--- config.mk ---
export PLATFORM = sky130hd
export DESIGN_NAME = sprite_anim_renderer
export DESIGN_NICKNAME = d
export VERILOG_FILES = /design/src/rtl/sprite_pkg.sv /design/src/rtl/sprite_anim_ctrl.sv /design/src/rtl/sprite_anim_renderer.sv
export SDC_FILE = /design/constraint.sdc
export NUM_CORES = 1
export LEC_CHECK = 0
export ABC_CLOCK_PERIOD_IN_PS = 6900
export CAP_MARGIN = 10
export CORE_UTILIZATION = 52
export DETAILED_ROUTE_END_ITERATION = 8
export GPL_ROUTABILITY_DRIVEN = 0
export HOLD_SLACK_MARGIN = 0.08
export PLACE_DENSITY = 0.83
export SKIP_CTS_REPAIR_TIMING = 1
export SLEW_MARGIN = 20
export SYNTH_ARGS = -nofsm -noshare
export SYNTH_HDL_FRONTEND = slang
export SYNTH_SLANG_ARGS = --single-unit
--- constraint.sdc ---
create_clock -name vga_clk -period 6.9 [get_ports vga_clk]
set_input_delay 2.07 -clock vga_clk [delete_from_list [all_inputs] [get_ports vga_clk]]
set_output_delay 2.07 -clock vga_clk [all_outputs]
set_load 0.01 [all_outputs]
--- src/rtl/sprite_pkg.sv ---
// sprite_pkg: shared types and constants for the animated sprite renderer
package sprite_pkg;
  typedef struct packed {
    logic [3:0] r;
    logic [3:0] g;
    logic [3:0] b;
  } rgb4_t;
  typedef enum logic {PLAY, DONE} anim_state_e;
  localparam int PIPE_LAT = 3;
endpackage

--- src/rtl/sprite_anim_ctrl.sv ---
// sprite_anim_ctrl: animation frame sequencer with per-frame hold counter
module sprite_anim_ctrl
  import sprite_pkg::*;
#(
  parameter int NUM_FRAMES   = 4,
  parameter int FRAME_PERIOD = 6,
  localparam int FW = NUM_FRAMES > 1 ? $clog2(NUM_FRAMES) : 1,
  localparam int HW = FRAME_PERIOD > 1 ? $clog2(FRAME_PERIOD) : 1
) (
  input  logic          vga_clk,
  input  logic          reset_n,
  input  logic          frame_start,
  input  logic          anim_en,
  input  logic          one_shot,
  input  logic          anim_restart,
  output logic [FW-1:0] frame_idx,
  output logic          anim_done
);
  anim_state_e   state_q, state_d;
  logic [HW-1:0] hold_q, hold_d;
  logic [FW-1:0] frame_q, frame_d;
  logic          last_hold, last_frame;
  assign last_hold  = hold_q == HW'(FRAME_PERIOD - 1);
  assign last_frame = frame_q == FW'(NUM_FRAMES - 1);
  // state, hold counter and frame index registers
  always_ff @(posedge vga_clk or negedge reset_n) begin
    if (!reset_n) begin
      state_q <= PLAY;
      hold_q  <= '0;
      frame_q <= '0;
    end else begin
      state_q <= state_d;
      hold_q  <= hold_d;
      frame_q <= frame_d;
    end
  end
  // restart wins over everything; otherwise only an enabled frame_start in PLAY moves anything
  always_comb begin
    state_d = state_q;
    hold_d  = hold_q;
    frame_d = frame_q;
    if (anim_restart) begin
      state_d = PLAY;
      hold_d  = '0;
      frame_d = '0;
    end else if (frame_start && state_q == PLAY && anim_en) begin
      hold_d = last_hold ? '0 : hold_q + HW'(1);
      if (last_hold) begin
        state_d = last_frame && one_shot ? DONE : PLAY;
        frame_d = last_frame ? (one_shot ? frame_q : '0) : frame_q + FW'(1);
      end
    end
  end
  // outputs decoded from registered state
  always_comb begin
    anim_done = state_q == DONE;
    frame_idx = NUM_FRAMES > 1 ? frame_q : '0;
  end
endmodule

--- src/rtl/sprite_anim_renderer.sv ---
// sprite_anim_renderer: positioned, flippable, animated sprite composited over a background
module sprite_anim_renderer
  import sprite_pkg::*;
#(
  parameter int SPRITE_W        = 30,
  parameter int SPRITE_H        = 64,
  parameter int NUM_FRAMES      = 4,
  parameter int FRAME_PERIOD    = 6,
  parameter int IDX_W           = 3,
  parameter int TRANSPARENT_IDX = 0,
  parameter int ADDR_W          = $clog2(SPRITE_W * SPRITE_H * NUM_FRAMES),
  localparam int FW = NUM_FRAMES > 1 ? $clog2(NUM_FRAMES) : 1
) (
  input  logic              vga_clk,
  input  logic              reset_n,
  input  logic [9:0]        DrawX,
  input  logic [9:0]        DrawY,
  input  logic              blank,
  input  logic              frame_start,
  input  logic [9:0]        pos_x,
  input  logic [9:0]        pos_y,
  input  logic              flip_h,
  input  logic              anim_en,
  input  logic              one_shot,
  input  logic              anim_restart,
  input  logic [3:0]        bg_red,
  input  logic [3:0]        bg_green,
  input  logic [3:0]        bg_blue,
  output logic [ADDR_W-1:0] rom_address,
  input  logic [IDX_W-1:0]  rom_q,
  output logic [IDX_W-1:0]  pal_index,
  input  logic [3:0]        pal_red,
  input  logic [3:0]        pal_green,
  input  logic [3:0]        pal_blue,
  output logic [3:0]        red,
  output logic [3:0]        green,
  output logic [3:0]        blue,
  output logic              sprite_hit,
  output logic              anim_done,
  output logic [FW-1:0]     frame_idx
);
  logic [ADDR_W-1:0] addr_q, addr_d;
  logic              in_box_d, in_box1_q, in_box2_q, blank1_q, blank2_q, hit_q, hit_d;
  rgb4_t             bg1_q, bg2_q, rgb_q, rgb_d;
  logic [10:0]       x_end, y_end;
  logic [9:0]        rel_x, rel_y, col;
  sprite_anim_ctrl #(
    .NUM_FRAMES  (NUM_FRAMES),
    .FRAME_PERIOD(FRAME_PERIOD)
  ) u_ctrl (
    .vga_clk     (vga_clk),
    .reset_n     (reset_n),
    .frame_start (frame_start),
    .anim_en     (anim_en),
    .one_shot    (one_shot),
    .anim_restart(anim_restart),
    .frame_idx   (frame_idx),
    .anim_done   (anim_done)
  );
  // box bounds use 11 bits so a sprite hanging off the right/bottom edge clips instead of wrapping
  always_comb begin
    x_end    = {1'b0, pos_x} + 11'(SPRITE_W);
    y_end    = {1'b0, pos_y} + 11'(SPRITE_H);
    in_box_d = DrawX >= pos_x && {1'b0, DrawX} < x_end && DrawY >= pos_y && {1'b0, DrawY} < y_end;
    rel_x    = DrawX - pos_x;
    rel_y    = DrawY - pos_y;
    col      = flip_h ? 10'(SPRITE_W - 1) - rel_x : rel_x;
    addr_d   = in_box_d ? ADDR_W'(32'(frame_idx) * 32'(SPRITE_W * SPRITE_H) + 32'(rel_y) * 32'(SPRITE_W) + 32'(col)) : '0;
  end
  // compositing uses rom_q directly, which is valid in the cycle after the address register
  always_comb begin
    pal_index = rom_q;
    hit_d     = blank2_q && in_box2_q && rom_q != IDX_W'(TRANSPARENT_IDX);
    rgb_d     = !blank2_q ? '0 : hit_d ? rgb4_t'{pal_red, pal_green, pal_blue} : bg2_q;
  end
  // three-stage pipeline: address, ROM read alignment, composited output
  always_ff @(posedge vga_clk or negedge reset_n) begin
    if (!reset_n) begin
      addr_q    <= '0;
      in_box1_q <= 1'b0;
      in_box2_q <= 1'b0;
      blank1_q  <= 1'b0;
      blank2_q  <= 1'b0;
      bg1_q     <= '0;
      bg2_q     <= '0;
      rgb_q     <= '0;
      hit_q     <= 1'b0;
    end else begin
      addr_q    <= addr_d;
      in_box1_q <= in_box_d;
      in_box2_q <= in_box1_q;
      blank1_q  <= blank;
      blank2_q  <= blank1_q;
      bg1_q     <= rgb4_t'{bg_red, bg_green, bg_blue};
      bg2_q     <= bg1_q;
      rgb_q     <= rgb_d;
      hit_q     <= hit_d;
    end
  end
  assign rom_address = addr_q;
  assign red         = rgb_q.r;
  assign green       = rgb_q.g;
  assign blue        = rgb_q.b;
  assign sprite_hit  = hit_q;
endmodule
* Word level (Yosys, flattened, before mapping) *
Index checks and enable logic that the tools add are counted.

cells by class
  $add $sub $neg = 9
  multipliers = 2
  $lt $le $gt $ge = 4
  equal/unequal tests = 3
  muxes and demuxes = 16
  bitwise gates (word level) = 1
  reductions and logical operators = 13

operator list
  kind                                                                  number
  12-bit two-way mux                                                    2
  10-bit by 11-bit < comparator with 1-bit output                       2
  10-bit greater-or-equal comparator                                    2
  10-bit subtractor                                                     2
  13-bit by 10-bit adder with 13-bit output                             1
  13-bit adder                                                          1
  13-bit two-way mux                                                    1
  10-bit by 4-bit multiplier with 12-bit output, second input constant  1
  10-bit by 5-bit adder with 11-bit output, second input constant       1
  10-bit by 7-bit adder with 11-bit output, second input constant       1
  10-bit two-way mux                                                    1
  2-bit two-way mux                                                     5
  5-bit by 10-bit subtractor with 10-bit output, first input constant   1
  3-bit two-way mux                                                     3
  1-bit logical AND                                                     8
  2-bit by 4-bit multiplier with 6-bit output, second input constant    1
  1-bit two-way mux                                                     4
  2-bit nonzero test                                                    2
  3-bit by 1-bit adder with 3-bit output, second input constant         1
  3-bit equality test, second input constant                            1
  3-bit != test, second input constant                                  1
  3-bit AND reduction                                                   1
  3-bit nonzero test                                                    1
  2-bit by 1-bit adder with 2-bit output, second input constant         1
  3 further kinds                                                       3

word-level totals
  bits in registers = 60
  input bits = 75
  output and inout bits = 32

* Longest topological paths before layout *
  depth after elaboration = 6
  mapped depth = 26

* Modules after synthesis *
A second synthesis with hierarchy kept.

unflattened totals
  cells, all modules = 530
  area total of the unflattened synthesis = 4953.5 um2

modules (own cells, without submodules)
  module                times used  cells each  area an instance (um2)  sequential area each (um2)
  sprite_anim_renderer  1           501         4639.4                  1351.3
  sprite_anim_ctrl      1           29          314.1                   150.1

* Worst setup path before layout *
OpenSTA, ideal clock, no wires.

  path type = input-to-reg
  start point = input DrawY[0]
  end point = register addr_q[12], in the netlist rom_address[12]
  library setup time = 0.132 ns
  arrival time = 7.213 ns
  setup slack = -0.445 ns
  stages = 25
  path buffers = 0
  path through = inv_1 -> ha_1 -> inv_1 -> fa_1 -> xnor2_1 -> inv_1 -> fa_1 -> inv_1 -> fa_1 -> inv_1 -> ha_1 -> nor2b_1 -> o21ai_1 -> nand2b_1 -> a21o_1 -> a21o_1 -> xor2_1 -> fa_1 -> ha_1 -> a2111oi_0 -> nand2b_1 -> a221o_1 -> xnor2_1 -> xnor2_1 -> nor2_1

on the way
  longest elaborated chain between the ends = 5

ends and longest elaborated chain
  item                                           RTL line                    RTL
  start: declaration                             sprite_anim_renderer.sv:17  input logic [9:0] DrawY,
  10-bit subtractor                              sprite_anim_renderer.sv:66  rel_y = DrawY - pos_y;
  10-bit by 4-bit multiplier with 12-bit output  sprite_anim_renderer.sv:68  addr_d = in_box_d ? ADDR_W'(32'(frame_idx) * 32'(SPRITE_W * SPRITE_H) + 32'(rel_y) * 32'(SPRITE_W) + 32'(col)) ...
  13-bit adder                                   sprite_anim_renderer.sv:68
  13-bit by 10-bit adder with 13-bit output      sprite_anim_renderer.sv:68
  13-bit two-way mux *                           sprite_anim_renderer.sv:68
  named net addr_d[12]                           sprite_anim_renderer.sv:42  logic [ADDR_W-1:0] addr_q, addr_d;
  end signal: assignment                         sprite_anim_renderer.sv:89  addr_q <= addr_d;
  end: declaration                               sprite_anim_renderer.sv:42

The timed path passes the listed nets; every way through them passes the cells marked *.
A chain may end at the register's enable or synchronous reset.

* Worst setup path after layout *
  start point = input DrawY[1]
  end point = register addr_q[12], in the netlist rom_address[12]

Same word-level chain as after synthesis.

==> run_results.csv <==
group,metric,value,unit
place,place_area,6670,um^2
global_routing,grt_pass1_vias,4343,
clocking,clock_latency,330,ps
synthesis,avgSynthCellArea,9.32,um^2
setup_path,r2r_start,"u_ctrl.frame_idx[0]$_DFFE_PN0P_",
timing,final.setup.worst_slack,-200,ps
finish,area_growth_syn_to_layout,46.6,%
synthesis,synth_warnings,0,
detailed_routing,num_vias,4332,
clocking,numCtsBuffers,9,
detailed_routing,vias_per_cell,5.33,
clocking,cts-root-buf,"clkbuf_8",
pwr,power_density,603,nW/um^2
timing,max_freq,141,MHz
finish,fin_area,7120,um^2
synthesis,yosys.area.top_type,"dfrtp_1",
finish,fillCellCount,527,
timing,min_period,7100,ps
synthesis,yosys-top-cells-area,"dfrtp_1 (31%), ha_1 (19%), xnor2_1 (7.6%), fa_1 (7.4%), inv_1 (5.0%)",
finish,antenna_cells,0,
clocking,cts_tree,"built",
worst_hold_path,hold_class,"flop to flop",
pwr,power_leakage,0.00340,uW
synthesis,yosysUniqueCellTypes,53,
pwr,peakVddDrop,0.485,mV
timing,min_period_over_period,1.03,
detailed_routing,drc_errors,1,
finish,drive_gt1_frac,0.218,
timing,rsz0062_at_grt,"yes",
worst_hold_path,whs_endpoint,"bg2_q[3]$_DFF_PN0_",
timing,hold_ws,347,ps
synthesis,synthFlopType,"dfrtp_1",
detailed_routing,finalWirelength,11.6,mm
synthesis,ys_seq_elements,60,
detailed_routing,dr.pass1.iters,6,
global_routing,grt_overflow,0,
timing,setup_viol,1,
timing,skew,11.6,ps
synthesis,yosysMostFrequentCell,"ha_1",
die,dieArea,9730,um^2
setup_path,crit_fanout,3,
setup_path,worstSetupPathType,"input port to flop",
worst_hold_path,min_path_cells,0,
die,die_y,98.6,um
synthesis,synth-edff-count,0,
timing,slew_headroom,0.493,
global_routing,grt_max_degree,61,
clocking,clkTransAtPathRegs,70,ps
job,maxCapViolCount,0,
die,die_x,98.6,um
clocking,clockBufferDepth,2,
detailed_routing,first_iter_violations,110,
setup_path,rrSetupSlack,3820,ps
synthesis,synth_nets,687,
global_routing,antenna_found_initial,0,
synthesis,synth_commonest_cells,"ha_1 (73), inv_1 (65), dfrtp_1 (60), xnor2_1 (42), nand2_1 (40)",
die,num_io_pins,107,
clocking,clock_sinks,60,
global_routing,grt_pass1_wl,18.7,mm
die,rows,34,
setup_path,startpoint_type,"input port",
timing,finalMaxSlewViolations,0,
detailed_routing,ant_nets,0,
synthesis,syn-cell-area,4860,um^2
place,numPortBuffers,106,
outcome,violations,"design-rule violations, negative setup slack",
setup_path,worst_setup_path_end_kind,"flop",
synthesis,synth.top_cell.area_share,0.309,
timing,finalHoldViolCount,0,
finish,fin_nets,866,
synthesis,seq_area_frac_synth,0.309,
pwr,total_power,4290,uW
synthesis,syn-instance-count,521,
clocking,cts_max_level,3,
setup_path,worst_r2r_path_depth,11,
global_routing,grt_usage,0.238,
die,core_area,8890,um^2
place,post-place-ws,-971,ps
outcome,status,"finished, violations left",
die,floorplan.initialDensity,0.546,
setup_path,required,7100,ps
worst_hold_path,min-delay-start,"bg1_q[3]$_DFF_PN0_",
synthesis,ys_async_sr_fraction,1.00,
setup_path,rr_endpoint,"rom_address[12]$_DFF_PN0_",
setup_path,cp.arrival,7300,ps
place,dp_hpwl,8.97,mm
detailed_routing,wire_per_inst,14.3,um
timing,worst_pin_slew,761,ps
finish,utilization,0.801,
layer usage:
layer | routed length [um] | global-route usage | share of wire | up-vias
met4 | 297 | 0.0953 | 0.026 | 0
met1 | 4810 | 0.271 | 0.41 | 2036
met5 | 0 | 0 | 0 | -
met2 | 6010 | 0.446 | 0.52 | 133
met3 | 507 | 0.0383 | 0.044 | 27
li1 | - | - | - | 2136
where the power goes:
group	switching (uW)	internal, uW	total (uW)
logic	1670	1930	3590
registers	8.74	379	388
clock network	135	176	310
state kept, by name, indices dropped and copies added, names as in the netlist, 2 cells and up:
| signal | cells |
|---|---|
| bg1_q | 12 |
| bg2_q | 12 |
| blue | 4 |
| green | 4 |
| red | 4 |
| rom_address | 13 |
| u_ctrl.frame_idx | 2 |
| u_ctrl.hold_q | 3 |
per-stage QoR:
stage	instances	setup TNS, ps
after global placement	791	-2070
after detailed placement	791	-2910
final	813	-200
after CTS	807	-1350
after floorplan	521	-31.1
after global routing	813	-594
cells by family (layout without fill, tap and decap cells):
| group | count (synthesis) | after routing | share of synthesized area |
|---|---|---|---|
| compound gates | 114 | 114 | 0.149 |
| xor+xnor | 53 | 53 | 0.0956 |
| fa+ha+maj | 91 | 91 | 0.262 |
| buf+inv | 77 | 261 | 0.0621 |
| flops | 60 | 60 | 0.309 |
| mux | 1 | 1 | 0.00206 |
| simple gates | 125 | 125 | 0.120 |
layout by cell type, fill, tap and decap left out, types with 8 or more instances in the layout:
cell	Yosys	final
fa_1	18	16
clkdlybuf4s50_1	0	96
dfrtp_1	60	60
ha_4	0	12
clkbuf_8	0	10
nand3_1	11	11
buf_4	3	70
ha_1	73	60
inv_1	65	52
xnor2_1	42	34
nand2_1	40	40
o21ai_1	8	9
a21o_1	9	9
xor2_1	11	10
inv_2	3	15
o21ai_0	21	20
a21oi_1	33	27
nor2_1	34	30
o21a_1	8	8
how the worst max path moves through the flow:
stage	start	endpoint	slack [ps]	cells past startpoint
6_report	DrawY[1]	rom_address[12]$_DFF_PN0_	-200	24
5_1_grt	DrawY[1]	rom_address[12]$_DFF_PN0_	-410	24
4_1_cts	DrawY[0]	rom_address[12]$_DFF_PN0_	-620	24
3_5_place_dp	DrawY[0]	rom_address[12]$_DFF_PN0_	-970	24
3_3_place_gp	DrawY[0]	rom_address[12]$_DFF_PN0_	-760	25
2_1_floorplan	DrawY[0]	rom_address[12]$_DFF_PN0_	-30	25
worst max-delay path: stages:
cell       delay, ps
clkbuf_2         120
buf_4            150
fa_2             430
xnor2_4          210
inv_2             80
fa_1             550
inv_2             40
fa_1             530
inv_2             50
ha_4             210
nor2b_4          120
o21ai_1          120
nand2b_1          80
a21o_1           180
a21o_1           220
xor2_2           160
fa_1             540
ha_4             230
a2111oi_4        340
nand2b_1         120
a221o_1          320
xnor2_1          210
xnor2_1          160
nor2_1            60
cell type report:
type	count	area [um^2]	share of cell area
timing repair buffer	177	1600	0.225
tap	108	135	0.0190
inverter	68	268	0.0376
multi-input combinational	384	3410	0.479
sequential	60	1500	0.211
clock inverter	6	63.8	0.00896
clock buffer	10	138	0.0193
Power figures use the tool's default switching activity.
